$ cat config.mk
export PLATFORM = sky130hd
export DESIGN_NAME = disp_scan_ctrl_flat
export DESIGN_NICKNAME = d
export VERILOG_FILES = /design/src/rtl/disp_scan_ctrl_pkg.sv /design/src/rtl/disp_scan_ctrl_if.sv /design/src/rtl/disp_scan_ctrl_phase_counter.sv /design/src/rtl/disp_scan_ctrl.sv /design/src/flat_wrapper.sv
export SDC_FILE = /design/constraint.sdc
export NUM_CORES = 1
export LEC_CHECK = 0
export CAP_MARGIN = 40
export CORE_MARGIN = 2
export CORE_UTILIZATION = 56
export DETAILED_ROUTE_END_ITERATION = 10
export PLACE_DENSITY = 0.78
export SYNTH_ARGS = -nofsm -noshare
export SYNTH_HDL_FRONTEND = slang
export SYNTH_HIERARCHICAL = 1
export SYNTH_SLANG_ARGS = --single-unit
$ cat constraint.sdc
create_clock -name clk -period 4.25 [get_ports clk]
set_input_delay 0.425 -clock clk [delete_from_list [all_inputs] [get_ports clk]]
set_output_delay 0.425 -clock clk [all_outputs]
set_load 0.02 [all_outputs]
$ cat src/rtl/disp_scan_ctrl_pkg.sv
// Shared types and helpers for the multiplexed 4-digit 7-segment scan controller.
package disp_pkg;

    localparam int NUM_DIGITS = 4;

    typedef logic [3:0] bcd_t;
    typedef bcd_t [NUM_DIGITS-1:0] bcd_word_t;

    typedef enum logic [1:0] {IDLE, BLANK, SHOW} scan_state_t;

    // True when digit idx is a leading zero: not the units digit, and it plus every higher digit is 0.
    function automatic logic lz_dark(input bcd_word_t w, input logic [1:0] idx);
        logic dark;
        dark = (idx != 2'd0);
        for (int j = 0; j < NUM_DIGITS; j++) begin
            if (j >= int'(idx) && w[j] != 4'd0) begin
                dark = 1'b0;
            end
        end
        return dark;
    endfunction

endpackage

$ cat src/rtl/disp_scan_ctrl_if.sv
// Control/display bundle between the value producer, the scan controller and the segment decoder.
interface disp_scan_ctrl_if;
    import disp_pkg::*;

    logic      en_i;
    logic      load_i;
    bcd_word_t digits_i;
    bcd_t      digit_o;
    logic [3:0] anodes_o;
    logic      pending_o;
    logic      frame_done_o;

    modport master (
        output en_i, load_i, digits_i,
        input  digit_o, anodes_o, pending_o, frame_done_o
    );

    modport slave (
        input  en_i, load_i, digits_i,
        output digit_o, anodes_o, pending_o, frame_done_o
    );

endinterface

$ cat src/rtl/disp_scan_ctrl_phase_counter.sv
// Phase counter: counts 0..i_tc while enabled and pulses o_wrap on the terminal cycle.
module disp_phase_counter #(
    parameter int WIDTH = 8
) (
    input  logic             clk,
    input  logic             rst_n,
    input  logic             i_clr,
    input  logic             i_en,
    input  logic [WIDTH-1:0] i_tc,
    output logic             o_wrap
);

    logic [WIDTH-1:0] r_cnt;

    assign o_wrap = i_en && !i_clr && (r_cnt == i_tc);

    always_ff @(posedge clk or negedge rst_n) begin
        if (!rst_n) begin
            r_cnt <= '0;
        end else if (i_clr || o_wrap) begin
            r_cnt <= '0;
        end else if (i_en) begin
            r_cnt <= r_cnt + 1'b1;
        end
    end

endmodule

$ cat src/rtl/disp_scan_ctrl.sv
// Digit-scan frame scheduler with tear-free shadow commit and per-slot blanking.
// Define DISP_LZ_BLANK_EN to keep leading-zero digits dark.
module disp_scan_ctrl
    import disp_pkg::*;
#(
    parameter int REFRESH_DIV = 27000,
    parameter int BLANK_CYC   = 64
) (
    input  logic             clk,
    input  logic             rst_n,
    disp_scan_ctrl_if.slave  bus
);

    localparam int SHOW_CYC = REFRESH_DIV - BLANK_CYC;
    localparam int CNT_W    = (REFRESH_DIV > 2) ? $clog2(REFRESH_DIV) : 1;
    localparam logic [CNT_W-1:0] BLANK_TC = CNT_W'(BLANK_CYC - 1);
    localparam logic [CNT_W-1:0] SHOW_TC  = CNT_W'(SHOW_CYC - 1);
    localparam logic [1:0] LAST_IDX = 2'(NUM_DIGITS - 1);

    scan_state_t r_state, w_state_next;
    logic [1:0]  r_idx, w_idx_next;
    bcd_word_t   r_shadow, w_shadow_next;
    bcd_word_t   r_active, w_active_next;
    logic        r_pending, w_pending_next;
    bcd_t        r_digit, w_digit_next;
    logic [3:0]  r_anodes, w_anodes_next;
    logic        r_frame_done, w_frame_done_next;

    logic             w_wrap;
    logic             w_commit;
    logic             w_lit;
    logic             w_cnt_clr;
    logic             w_cnt_en;
    logic [CNT_W-1:0] w_tc;

    // One counter serves both phases; its terminal count follows the current state.
    assign w_cnt_clr = (r_state == IDLE) || !bus.en_i;
    assign w_cnt_en  = (r_state != IDLE);
    assign w_tc      = (r_state == BLANK) ? BLANK_TC : SHOW_TC;

    disp_phase_counter #(.WIDTH(CNT_W)) u_phase (
        .clk    (clk),
        .rst_n  (rst_n),
        .i_clr  (w_cnt_clr),
        .i_en   (w_cnt_en),
        .i_tc   (w_tc),
        .o_wrap (w_wrap)
    );

    always_ff @(posedge clk or negedge rst_n) begin
        if (!rst_n) begin
            r_state      <= IDLE;
            r_idx        <= LAST_IDX;
            r_shadow     <= '0;
            r_active     <= '0;
            r_pending    <= 1'b0;
            r_digit      <= '0;
            r_anodes     <= 4'b1111;
            r_frame_done <= 1'b0;
        end else begin
            r_state      <= w_state_next;
            r_idx        <= w_idx_next;
            r_shadow     <= w_shadow_next;
            r_active     <= w_active_next;
            r_pending    <= w_pending_next;
            r_digit      <= w_digit_next;
            r_anodes     <= w_anodes_next;
            r_frame_done <= w_frame_done_next;
        end
    end

    always_comb begin
        w_state_next      = r_state;
        w_idx_next        = r_idx;
        w_digit_next      = r_digit;
        w_frame_done_next = 1'b0;
        w_commit          = 1'b0;

        if (!bus.en_i) begin
            w_state_next = IDLE;
            w_idx_next   = LAST_IDX;
        end else begin
            case (r_state)
                IDLE: begin
                    w_state_next = BLANK;
                    w_idx_next   = LAST_IDX;
                end
                BLANK: begin
                    if (w_wrap) w_state_next = SHOW;
                end
                SHOW: begin
                    if (w_wrap) begin
                        w_state_next = BLANK;
                        w_idx_next   = r_idx - 2'd1;
                        if (r_idx == 2'd0) begin
                            w_frame_done_next = 1'b1;
                            w_commit          = r_pending;
                        end
                    end
                end
                default: w_state_next = IDLE;
            endcase
        end

        // Old shadow commits before a same-edge load overwrites it.
        w_active_next  = w_commit ? r_shadow : r_active;
        w_shadow_next  = bus.load_i ? bus.digits_i : r_shadow;
        w_pending_next = bus.load_i ? 1'b1 : (w_commit ? 1'b0 : r_pending);

        if (w_state_next == BLANK && r_state != BLANK) begin
            w_digit_next = w_active_next[w_idx_next];
        end

        w_lit = 1'b1;
`ifdef DISP_LZ_BLANK_EN
        w_lit = !lz_dark(r_active, w_idx_next);
`endif
        w_anodes_next = 4'b1111;
        if (w_state_next == SHOW && w_lit) begin
            w_anodes_next = ~(4'b0001 << w_idx_next);
        end
    end

    assign bus.digit_o      = r_digit;
    assign bus.anodes_o     = r_anodes;
    assign bus.pending_o    = r_pending;
    assign bus.frame_done_o = r_frame_done;

endmodule

$ cat src/flat_wrapper.sv
// flat-port wrapper written by rule: the top's interface ports become plain ports
module disp_scan_ctrl_flat import disp_pkg::*;
#(
    parameter int REFRESH_DIV = 27000,
    parameter int BLANK_CYC   = 64
)
  (clk, rst_n, bus_en_i, bus_load_i, bus_digits_i, bus_digit_o, bus_anodes_o, bus_pending_o, bus_frame_done_o);
  disp_scan_ctrl_if bus_i ();
  input  logic clk;
  input  logic rst_n;
  input wire logic [$bits(bus_i.en_i)-1:0] bus_en_i;
  input wire logic [$bits(bus_i.load_i)-1:0] bus_load_i;
  input wire logic [$bits(bus_i.digits_i)-1:0] bus_digits_i;
  output wire logic [$bits(bus_i.digit_o)-1:0] bus_digit_o;
  output wire logic [$bits(bus_i.anodes_o)-1:0] bus_anodes_o;
  output wire logic [$bits(bus_i.pending_o)-1:0] bus_pending_o;
  output wire logic [$bits(bus_i.frame_done_o)-1:0] bus_frame_done_o;
  assign bus_i.en_i = bus_en_i;
  assign bus_i.load_i = bus_load_i;
  assign bus_i.digits_i = bus_digits_i;
  assign bus_digit_o = bus_i.digit_o;
  assign bus_anodes_o = bus_i.anodes_o;
  assign bus_pending_o = bus_i.pending_o;
  assign bus_frame_done_o = bus_i.frame_done_o;
  disp_scan_ctrl #(.REFRESH_DIV(REFRESH_DIV), .BLANK_CYC(BLANK_CYC)) u_core (.clk(clk), .rst_n(rst_n), .bus(bus_i));
endmodule
=== After elaboration in Yosys (flattened, before gate mapping) ===
Cells that the tools add are included.

* Word-level logic and storage cells: 62
* Register bits: 61
* Output and inout port bits: 10

* Shift operators: 1
* Reduce and logical (&&, ||, !) cells: 12
* $lt $le $gt $ge: 1
* Add/subtract/negate cells: 2
* Bitwise logic cells: 1
* Muxes and demuxes: 24
* Equal/unequal tests: 6

{| class="wikitable"
|+ Operators by type and width
! cell !! number
|-
| $mux W15 || 3
|-
| $mux W16 || 1
|-
| $add A15 B1 Y15 const B || 1
|-
| $eq A15 B15 Y1 || 1
|-
| $mux W1 || 10
|-
| $mux W2 || 5
|-
| $bmux W4 S2 || 1
|-
| $mux W4 || 2
|-
| $pmux W2 S3 || 1
|-
| $reduce_bool A2 Y1 || 3
|-
| $eq A2 B1 Y1 const B || 2
|-
| $eq A2 B2 Y1 const B || 2
|-
| $logic_not A2 Y1 || 2
|-
| $not A4 Y4 || 1
|-
| $pmux W2 S2 || 1
|-
| $shl A1 B2 Y4 const A || 1
|-
| $logic_and A1 B1 Y1 || 3
|-
| $lt A2 B3 Y1 const B || 1
|-
| $logic_not A1 Y1 || 2
|-
| $logic_or A1 B1 Y1 || 2
|-
| $ne A2 B1 Y1 const B || 1
|-
| $sub A2 B1 Y2 const B || 1
|}

=== Logic depth before layout (Yosys ltp) ===
Gate-level depths: netlist of run 1.

* Word-level depth: 11
* Gate-level depth with buffers: 13

=== Cells and area by module ===
Netlist of run 1, hierarchy kept.

{| class="wikitable"
|+ Modules (own cells, without submodules)
! module !! cells an instance !! sequential area each (µm²) !! instances !! area each (µm²)
|-
| disp_scan_ctrl || 154 || 1158.6 || 1 || 1958.1
|-
| disp_phase_counter || 95 || 375.4 || 1 || 937.1
|}

=== Least setup slack after synthesis of run 1 ===
Ideal clock, no wire load.

* Kind: flip-flop to flip-flop
* Start: register u_core.r_state[0]
* End: register u_core.r_digit[0] (netlist: u_core/bus.digit_o[0])
* Required time: 4129 ps
* Path slack: 1101 ps
* Data arrival time: 3028 ps
* Cell stages (with the launch flop): 14
* Setup time: 121 ps
* Buffers on the path: 3
* Cells stage by stage: dfrtp_1 > buf_6 > or2b_1 > inv_1 > xnor2_1 > nand4_1 > nor4_2 > buf_2 > nand3b_4 > nor3_4 > buf_8 > mux2i_1 > o221ai_1 > o22a_1

* Elaborated cells on any way between the ends: 26
* Those cells by class: 5 x eq/ne; 14 x mux; 7 x reduce/logical

{| class="wikitable"
|+ RTL lines
! element !! RTL line !! text
|-
| start, declared || disp_scan_ctrl.sv:20 || <nowiki>scan_state_t r_state, w_state_next;</nowiki>
|-
| start signal, assigned || disp_scan_ctrl.sv:61 || <nowiki>r_state <= w_state_next;</nowiki>
|-
| $eq A2 B1 Y1 (*) || disp_scan_ctrl.sv:39 || <nowiki>assign w_tc = (r_state == BLANK) ? BLANK_TC : SHOW_TC;</nowiki>
|-
| $mux W15 (*) || disp_scan_ctrl.sv:39 ||
|-
| net u_core.w_tc[11] || disp_scan_ctrl.sv:34 || <nowiki>logic [CNT_W-1:0] w_tc;</nowiki>
|-
| $eq A15 B15 Y1 (*) || disp_scan_ctrl_phase_counter.sv:15 || <nowiki>assign o_wrap = i_en && !i_clr && (r_cnt == i_tc);</nowiki>
|-
| $logic_and A1 B1 Y1 (*) || disp_scan_ctrl_phase_counter.sv:15 ||
|-
| net u_core.w_wrap || disp_scan_ctrl.sv:29 || <nowiki>logic w_wrap;</nowiki>
|-
| $mux W1 || disp_scan_ctrl.sv:92 || <nowiki>if (w_wrap) begin</nowiki>
|-
| $mux W1 || disp_scan_ctrl.sv:83 || <nowiki>case (r_state)</nowiki>
|-
| $mux W1 || disp_scan_ctrl.sv:79 || <nowiki>if (!bus.en_i) begin</nowiki>
|-
| $mux W16 || disp_scan_ctrl.sv:106 || <nowiki>w_active_next = w_commit ? r_shadow : r_active;</nowiki>
|-
| $bmux W4 S2 || disp_scan_ctrl.sv:111 || <nowiki>w_digit_next = w_active_next[w_idx_next];</nowiki>
|-
| $mux W4 (not written as such) || disp_scan_ctrl.sv:111 ||
|-
| end signal, assigned || disp_scan_ctrl.sv:66 || <nowiki>r_digit <= w_digit_next;</nowiki>
|-
| end, declared || disp_scan_ctrl.sv:25 || <nowiki>bcd_t r_digit, w_digit_next;</nowiki>
|}

Mark *: on every way through the listed nets, which the timed path passes. The rest lies on a longest branch. The select of a mux whose other input is x is not followed.
A chain may end at the register's enable or synchronous reset.

=== Final worst setup path of run 1 ===
* Start: register u_core.r_state[0]
* End: register u_core.r_digit[0] (netlist: u_core/bus.digit_o[0])

* Elaborated cells on any way between the ends: 26
* Those cells by class: 5 x eq/ne; 14 x mux; 7 x reduce/logical

{| class="wikitable"
|+ RTL lines
! element !! RTL line !! text
|-
| $reduce_bool A2 Y1 (*) || disp_scan_ctrl.sv:38 || <nowiki>assign w_cnt_en = (r_state != IDLE);</nowiki>
|-
| net u_core.w_cnt_en || disp_scan_ctrl.sv:33 || <nowiki>logic w_cnt_en;</nowiki>
|-
| $logic_and A1 B1 Y1 (*) (2 in a row) || disp_scan_ctrl_phase_counter.sv:15 ||
|-
| net u_core.w_wrap || disp_scan_ctrl.sv:29 ||
|-
| $mux W1 || disp_scan_ctrl.sv:92 ||
|-
| $mux W1 || disp_scan_ctrl.sv:83 ||
|-
| $mux W1 || disp_scan_ctrl.sv:79 ||
|-
| $mux W16 || disp_scan_ctrl.sv:106 ||
|-
| $bmux W4 S2 || disp_scan_ctrl.sv:111 ||
|-
| $mux W4 (not written as such) || disp_scan_ctrl.sv:111 ||
|}

Marks and branches as above.

==> results of run 1 <==
-- per-stage QoR --
stage / util / hold WS (ns) / setup WS, ns / total power [mW]
floorplan: - / 0.129 / 1.10 / 0.671
global placement: 0.651 / 0.459 / 0.924 / 0.717
detailed placement: 0.651 / 0.467 / 0.826 / 0.720
CTS: 0.689 / 0.259 / 0.960 / 1.22
global route: 0.689 / 0.295 / 0.634 / 1.26
finish: 0.689 / 0.227 / 0.984 / 1.20
-- final cells by class --
class	count	area (sq um)
multi-input combinational	163	1250
inverter	26	97.6
sequential	61	1530
timing repair buffer	33	315
clock buffer	12	145
fill	389	1570
tap	70	87.6
clock inverter	4	47.5
-- placed cells by master (no fill, tap or decap), types with 2 or more instances in the layout --
master / count
o22ai_1: 4
a211oi_1: 2
o21ai_0: 2
inv_1: 26
conb_1: 10
clkdlybuf4s50_1: 28
a21oi_1: 2
nand4_1: 7
or2_2: 2
o221ai_1: 4
xor2_1: 3
nor3_1: 15
buf_4: 4
nand3_1: 4
mux2_2: 16
o22a_1: 4
nand2_1: 11
clkinv_2: 2
nor2b_1: 3
nor4_1: 3
dfrtp_1: 55
clkbuf_8: 10
dfstp_2: 6
mux2i_1: 17
nand2b_1: 2
clkbuf_1: 2
ha_1: 2
xnor2_1: 25
or3_1: 3
nor2_1: 7
-- layer usage --
layer | GRT usage | vias up | part of all wire
li1 | - | 944 | -
met1 | 0.271 | 928 | 0.44
met2 | 0.339 | 38 | 0.50
met3 | 0.0607 | 6 | 0.040
met4 | 0.0655 | 0 | 0.015
met5 | 0 | - | 0
-- critical path, delay by kind of cell, from the launching register on --
kind            cells  cell delay, ns
mux                 1            0.30
compound gates      2            0.36
buf+inv             3            0.77
simple gates        7            1.18
flops               1            0.52
-- how the worst max path moves through the flow --
stage,endpoint,cells after the start,startpoint
floorplan,u_core/bus.digit_o[0],13,u_core/r_state[0]
global placement,u_core/bus.digit_o[3],12,bus_en_i
finish,u_core/bus.digit_o[0],13,u_core/r_state[0]
CTS,u_core/bus.digit_o[0],13,u_core/r_state[0]
global route,u_core/bus.digit_o[2],12,u_core/r_state[0]
detailed placement,u_core/bus.digit_o[3],12,bus_en_i
-- flip-flops by register name (all words and copies together), names as in the netlist --
signal,flops
u_core/bus.anodes_o,4
u_core/bus.digit_o,4
u_core/bus.frame_done_o,1
u_core/bus.pending_o,1
u_core/r_active,16
u_core/r_idx,2
u_core/r_shadow,16
u_core/r_state,2
u_core/u_phase/r_cnt,15
-- report_power, final --
part | total [mW] | internal [mW] | switching (mW)
Clock | 0.496 | 0.285 | 0.211
Combinational | 0.0912 | 0.0504 | 0.0408
Sequential | 0.617 | 0.602 | 0.0151
Total | 1.20 | 0.937 | 0.267
-- cells by family after synthesis --
family,synth area share
flip-flops,0.530
XOR/XNOR,0.0847
multiplexers,0.121
AND/OR/NAND/NOR,0.145
buffers and inverters,0.0501
adder cells (fa/ha/maj),0.00864
AO/OA/AOI/OAI,0.0583
other,0.00259
-- Yosys cell counts, drive strengths merged (2+ instances only) --
library cell,instances,share of area
o221ai,4,0.012
mux2i,17,0.059
dfrtp,55,0.48
nand2b,2,0.0043
ha,2,0.0086
nor2,7,0.0091
a211oi,2,0.0052
o21ai,2,0.0035
or3,4,0.010
nor2b,3,0.0065
nor4,4,0.011
mux2,16,0.062
xnor2,25,0.076
nand4,8,0.022
o22a,4,0.012
xor2,3,0.0091
clkbuf,3,0.0039
a21oi,2,0.0035
buf,4,0.013
nor3,16,0.032
or2,2,0.0043
nand3,4,0.0069
dfstp,6,0.054
nand2,11,0.014
o22ai,4,0.0086
conb,2,0.0026
inv,26,0.034
==> results.py, run 1 <==
metrics = {
    "logic_synthesis": {
        "synth_area_sq_mm": 0.00290,
        "ys_ff_latch": 61,
        "yosysWarningCount": 6,
        "syn_inst": 249,
        "avgSynthCellArea_sq_um": 11.6,
        "ys_types": 44,
        "synthFlopType": "dfrtp_1",
        "ys_seq_area_frac": 0.530,
        "synth_edf_count": 0,
        "ys_async_sr_fraction": 1.00,
    },
    "power": {
        "peakVddDrop_mv": 0.325,
        "powerDensity_mw_per_mm2": 347,
        "p_leak_nw": 1.60,
    },
    "run": {
        "cap_violations": 0,
    },
    "sta": {
        "fin_tns_setup_ns": 0,
        "tightestPinTransition_ns": 0.726,
        "drv_slew": 0,
        "fmax_mhz": 306,
        "finalSetupViolations": 0,
        "period_minus_slack_ns": 3.27,
        "hold_viol_final": 0,
        "rsz0062_at_grt": "no",
        "finalClockSkew_ns": 0.00832,
        "finalCritPeriodShare": 0.768,
        "relSlewSlack": 0.516,
    },
    "drt": {
        "detail-route-antenna-nets": 0,
        "avgViaCountPerCell": 5.19,
        "wl_per_cell_microns": 14.2,
        "firstDrtPassIters": 4,
        "drtIter0Drc": 101,
        "drt_wl_total_microns": 5240,
        "drc": 0,
        "via_count": 1916,
    },
    "hold_path": {
        "hold_path_class": "in -> async",
    },
    "critical_path": {
        "cp.required_ns": 4.47,
        "worstRegToRegCells": 13,
        "crit_top_cell": "buf_4",
        "crit_slowest_cell": "dfrtp_1",
        "arrival_ns": 3.49,
        "cp_max_fo": 22,
        "crit_type": "reg -> reg",
        "cpPeakStageDelay_ns": 0.52,
        "r2r_setup_slack_ns": 0.98,
        "crit_path_start_kind": "flop",
        "r2r-end": "u_core/bus.digit_o[0]",
        "crit_chain": "or2_2 > nand2_1 > buf_4 > nor2b_1 > nand4_1 > nor4_2 > buf_4 > nand3b_4 > nor3_4 > buf_4 > mux2i_1 > o221ai_1 > o22a_1",
        "r2r_start": "u_core/r_state[0]",
        "endpoint_kind": "flop",
    },
    "clocking": {
        "postCtsSetupRepairBufs": 0,
        "clk_latency_ns": 0.34,
        "cts_resized": 0,
        "cts_buffers": 9,
        "root_buffer": "clkbuf_8",
        "cts_num_sinks": 61,
        "cts_tree": "built",
        "ctsHoldBuffers": 0,
        "cts_buffer_depth": 2,
        "clkTransAtPathRegs_ns": 0.07,
        "htree_levels": 3,
    },
    "layout": {
        "drive_above_1_share": 0.171,
        "nets": 316,
        "antenna_cells": 0,
        "area_growth_pct": 20.0,
        "final_cell_count_no_fill": 369,
        "design_area_sq_mm": 0.00347,
    },
    "floorplan": {
        "die_area_sq_mm": 0.00576,
        "die_h_microns": 75.9,
        "row_count": 26,
        "initial_core_util": 0.574,
        "ios": 30,
        "core_area_sq_mm": 0.00504,
        "die_width_microns": 75.9,
    },
    "placed_design": {
        "placed_area_sq_mm": 0.00328,
        "portBuffers": 29,
        "gp_congestion": 0.823,
        "placedCellCount": 353,
        "place_hpwl_microns": 3730,
    },
    "global_routing": {
        "grt_pass1_wl_microns": 9390,
        "grt_usage": 0.208,
        "grt_pass1_vias": 1978,
        "grt_max_degree": 62,
        "antenna_found_initial": 0,
        "grt_overflow": 0,
    },
    "run_status": {
        "status": "completed",
    },
}
Power figures use the tool's default switching activity.
==> inputs of run 2 (changes only) <==
- clock period: 4.25 -> 3.4 ns (I/O delays scaled with it)
==> run 2 against run 1 <==
  * Via count is 4.2% higher
  * Total power is 23% higher
  * Largest cell class unchanged
  * Final cell count is 0.81% higher
  * Wire length is 5.8% higher
  * Highest routed layer unchanged
  * Combinational power is 29% higher
==> results.py, run 2 (synthesis results as in run 1) <==
metrics = {
    "run_status": {
        "status": "completed",
    },
    "sta": {
        "fin_tns_setup_ns": 0,
        "period_minus_slack_ns": 3.11,
        "relSlewSlack": 0.511,
        "fmax_mhz": 322,
        "hold_viol_final": 0,
        "rsz0062_at_grt": "no",
        "tightestPinTransition_ns": 0.731,
        "drv_slew": 0,
        "hold_slack_ns": 0.466,
        "finalCritPeriodShare": 0.913,
        "finalClockSkew_ns": 0.00968,
        "finalSetupViolations": 0,
    },
    "critical_path": {
        "crit_slowest_cell": "dfrtp_1",
        "crit_path_start_kind": "flop",
        "crit_chain": "or2b_1 > inv_1 > xnor2_1 > nand4_1 > nor4_2 > buf_4 > nand3b_4 > a221o_1 > a211o_1 > o221ai_1 > o22a_1",
        "arrival_ns": 3.38,
        "crit_type": "reg -> reg",
        "cpPeakStageDelay_ns": 0.51,
        "cp.required_ns": 3.67,
        "cp_max_fo": 11,
        "endpoint_kind": "flop",
    },
    "clocking": {
        "cts_tree": "built",
        "cts_resized": 0,
        "clk_latency_ns": 0.34,
        "htree_levels": 3,
        "root_buffer": "clkbuf_8",
        "cts_num_sinks": 61,
        "cts_buffer_depth": 2,
        "clkTransAtPathRegs_ns": 0.07,
        "cts_buffers": 9,
    },
    "hold_path": {
        "hold_path_class": "in -> async",
    },
    "global_routing": {
        "grt_usage": 0.219,
        "grt_pass1_vias": 2135,
        "grt_pass1_wl_microns": 9900,
        "grt_max_degree": 29,
        "antenna_found_initial": 0,
        "grt_overflow": 0,
    },
    "floorplan": {
        "ios": 30,
        "core_area_sq_mm": 0.00504,
        "row_count": 26,
        "die_width_microns": 75.9,
        "initial_core_util": 0.574,
        "die_area_sq_mm": 0.00576,
        "die_h_microns": 75.9,
    },
    "power": {
        "p_seq_frac": 0.523,
        "total_power_mw": 1.48,
        "swShare": 0.227,
        "powerDensity_mw_per_mm2": 422,
        "peakVddDrop_mv": 0.402,
        "power.switching_mw": 0.335,
        "p_leak_nw": 1.61,
        "comb_power_share": 0.080,
        "power.share.clock": 0.397,
        "p_int_mw": 1.14,
    },
    "placed_design": {
        "place_hpwl_microns": 3930,
        "placedCellCount": 355,
        "portBuffers": 29,
        "gp_congestion": 0.836,
    },
    "run": {
        "cap_violations": 0,
    },
    "layout": {
        "layout_commonest_cell": "dfrtp_1",
        "area_growth_pct": 20.9,
        "nets": 319,
        "layout_common_cells": "dfrtp_1, clkdlybuf4s50_1, inv_1",
        "antenna_cells": 0,
        "final_core_util": 0.694,
        "final_cell_count_no_fill": 372,
        "reg.largest.list": "u_core/r_active (16), u_core/r_shadow (16), u_core/u_phase/r_cnt (15)",
        "drive_above_1_share": 0.172,
    },
    "drt": {
        "drc": 0,
        "drt_wl_total_microns": 5550,
        "avgViaCountPerCell": 5.37,
        "detail-route-antenna-nets": 0,
        "firstDrtPassIters": 4,
        "wl_per_cell_microns": 14.9,
        "via_count": 1996,
        "drtIter0Drc": 102,
    },
}
==> run 2: cell count changes in the layout (fill, tap and decap cells not counted), sizes merged <==
cell and change:
clkbuf +3, buf +2, bufinv -1, clkinv -1, clkinvlp -1, dlygate4sd3 +1
==> run 2: worst paths after layout <==
kind | start | endpoint | slack, ns | cells after the start
worst max register to register | u_core/r_state[0] | u_core/bus.digit_o[3] | 0.29 | 11
min in group clk | u_core/r_active[14] | u_core/r_active[14] | 0.48 | 2
worst min-delay path | rst_n | u_core/r_active[4] | 0.47 | 2
worst min register to register | u_core/r_active[14] | u_core/r_active[14] | 0.48 | 2
max in group asynchronous | rst_n | u_core/r_idx[1] | 2.29 | 3
worst max-delay path | u_core/r_state[0] | u_core/bus.digit_o[3] | 0.29 | 11
==> run 2: area by class of cell <==
class | instances | area [sq um]
Multi-Input combinational cell | 163 | 1250
Clock inverter | 1 | 5.00
Fill cell | 381 | 1540
Clock buffer | 15 | 176
Tap cell | 70 | 87.6
Sequential cell | 61 | 1530
Inverter | 26 | 97.6
Timing Repair Buffer | 36 | 353
==> run 2: repair_timing <==
item                                    in CTS  in global routing
hold endpoints to repair                    15                  0
hold buffers                                 1                  0
endpoints found under the setup margin       0                  0
setup buffers                                0                  0
==> run 2: worst max-delay path, delay by kind of cell, from the launching register on <==
kind | cells | cell delay, ns
compound gates | 4 | 1.19
simple gates | 4 | 0.89
flops | 1 | 0.51
buf+inv | 2 | 0.33
xor+xnor | 1 | 0.11
==> run 2: power by group through the flow <==
stage	clock, mW	sequential [mW]	combinational, mW
finish	0.587	0.772	0.118
global route	0.645	0.774	0.131
CTS	0.606	0.772	0.120
detailed placement	0	0.784	0.119
global placement	0	0.784	0.113
floorplan	0	0.783	0.0559
==> run 2: metal layers <==
layer | GRT usage | wire length, microns | up-vias
met2 | 0.367 | 2840 | 41
li1 | - | - | 947
met3 | 0.0655 | 205 | 9
met1 | 0.273 | 2440 | 999
met4 | 0.0764 | 59 | 0
met5 | 0 | 0 | -
==> run 2: through the flow <==
step	setup WS [ns]	area (sq um)
floorplan	0.251	2930
global placement	0.356	3290
detailed placement	0.258	3310
CTS	0.293	3500
global route	0.0232	3500
finish	0.295	3500
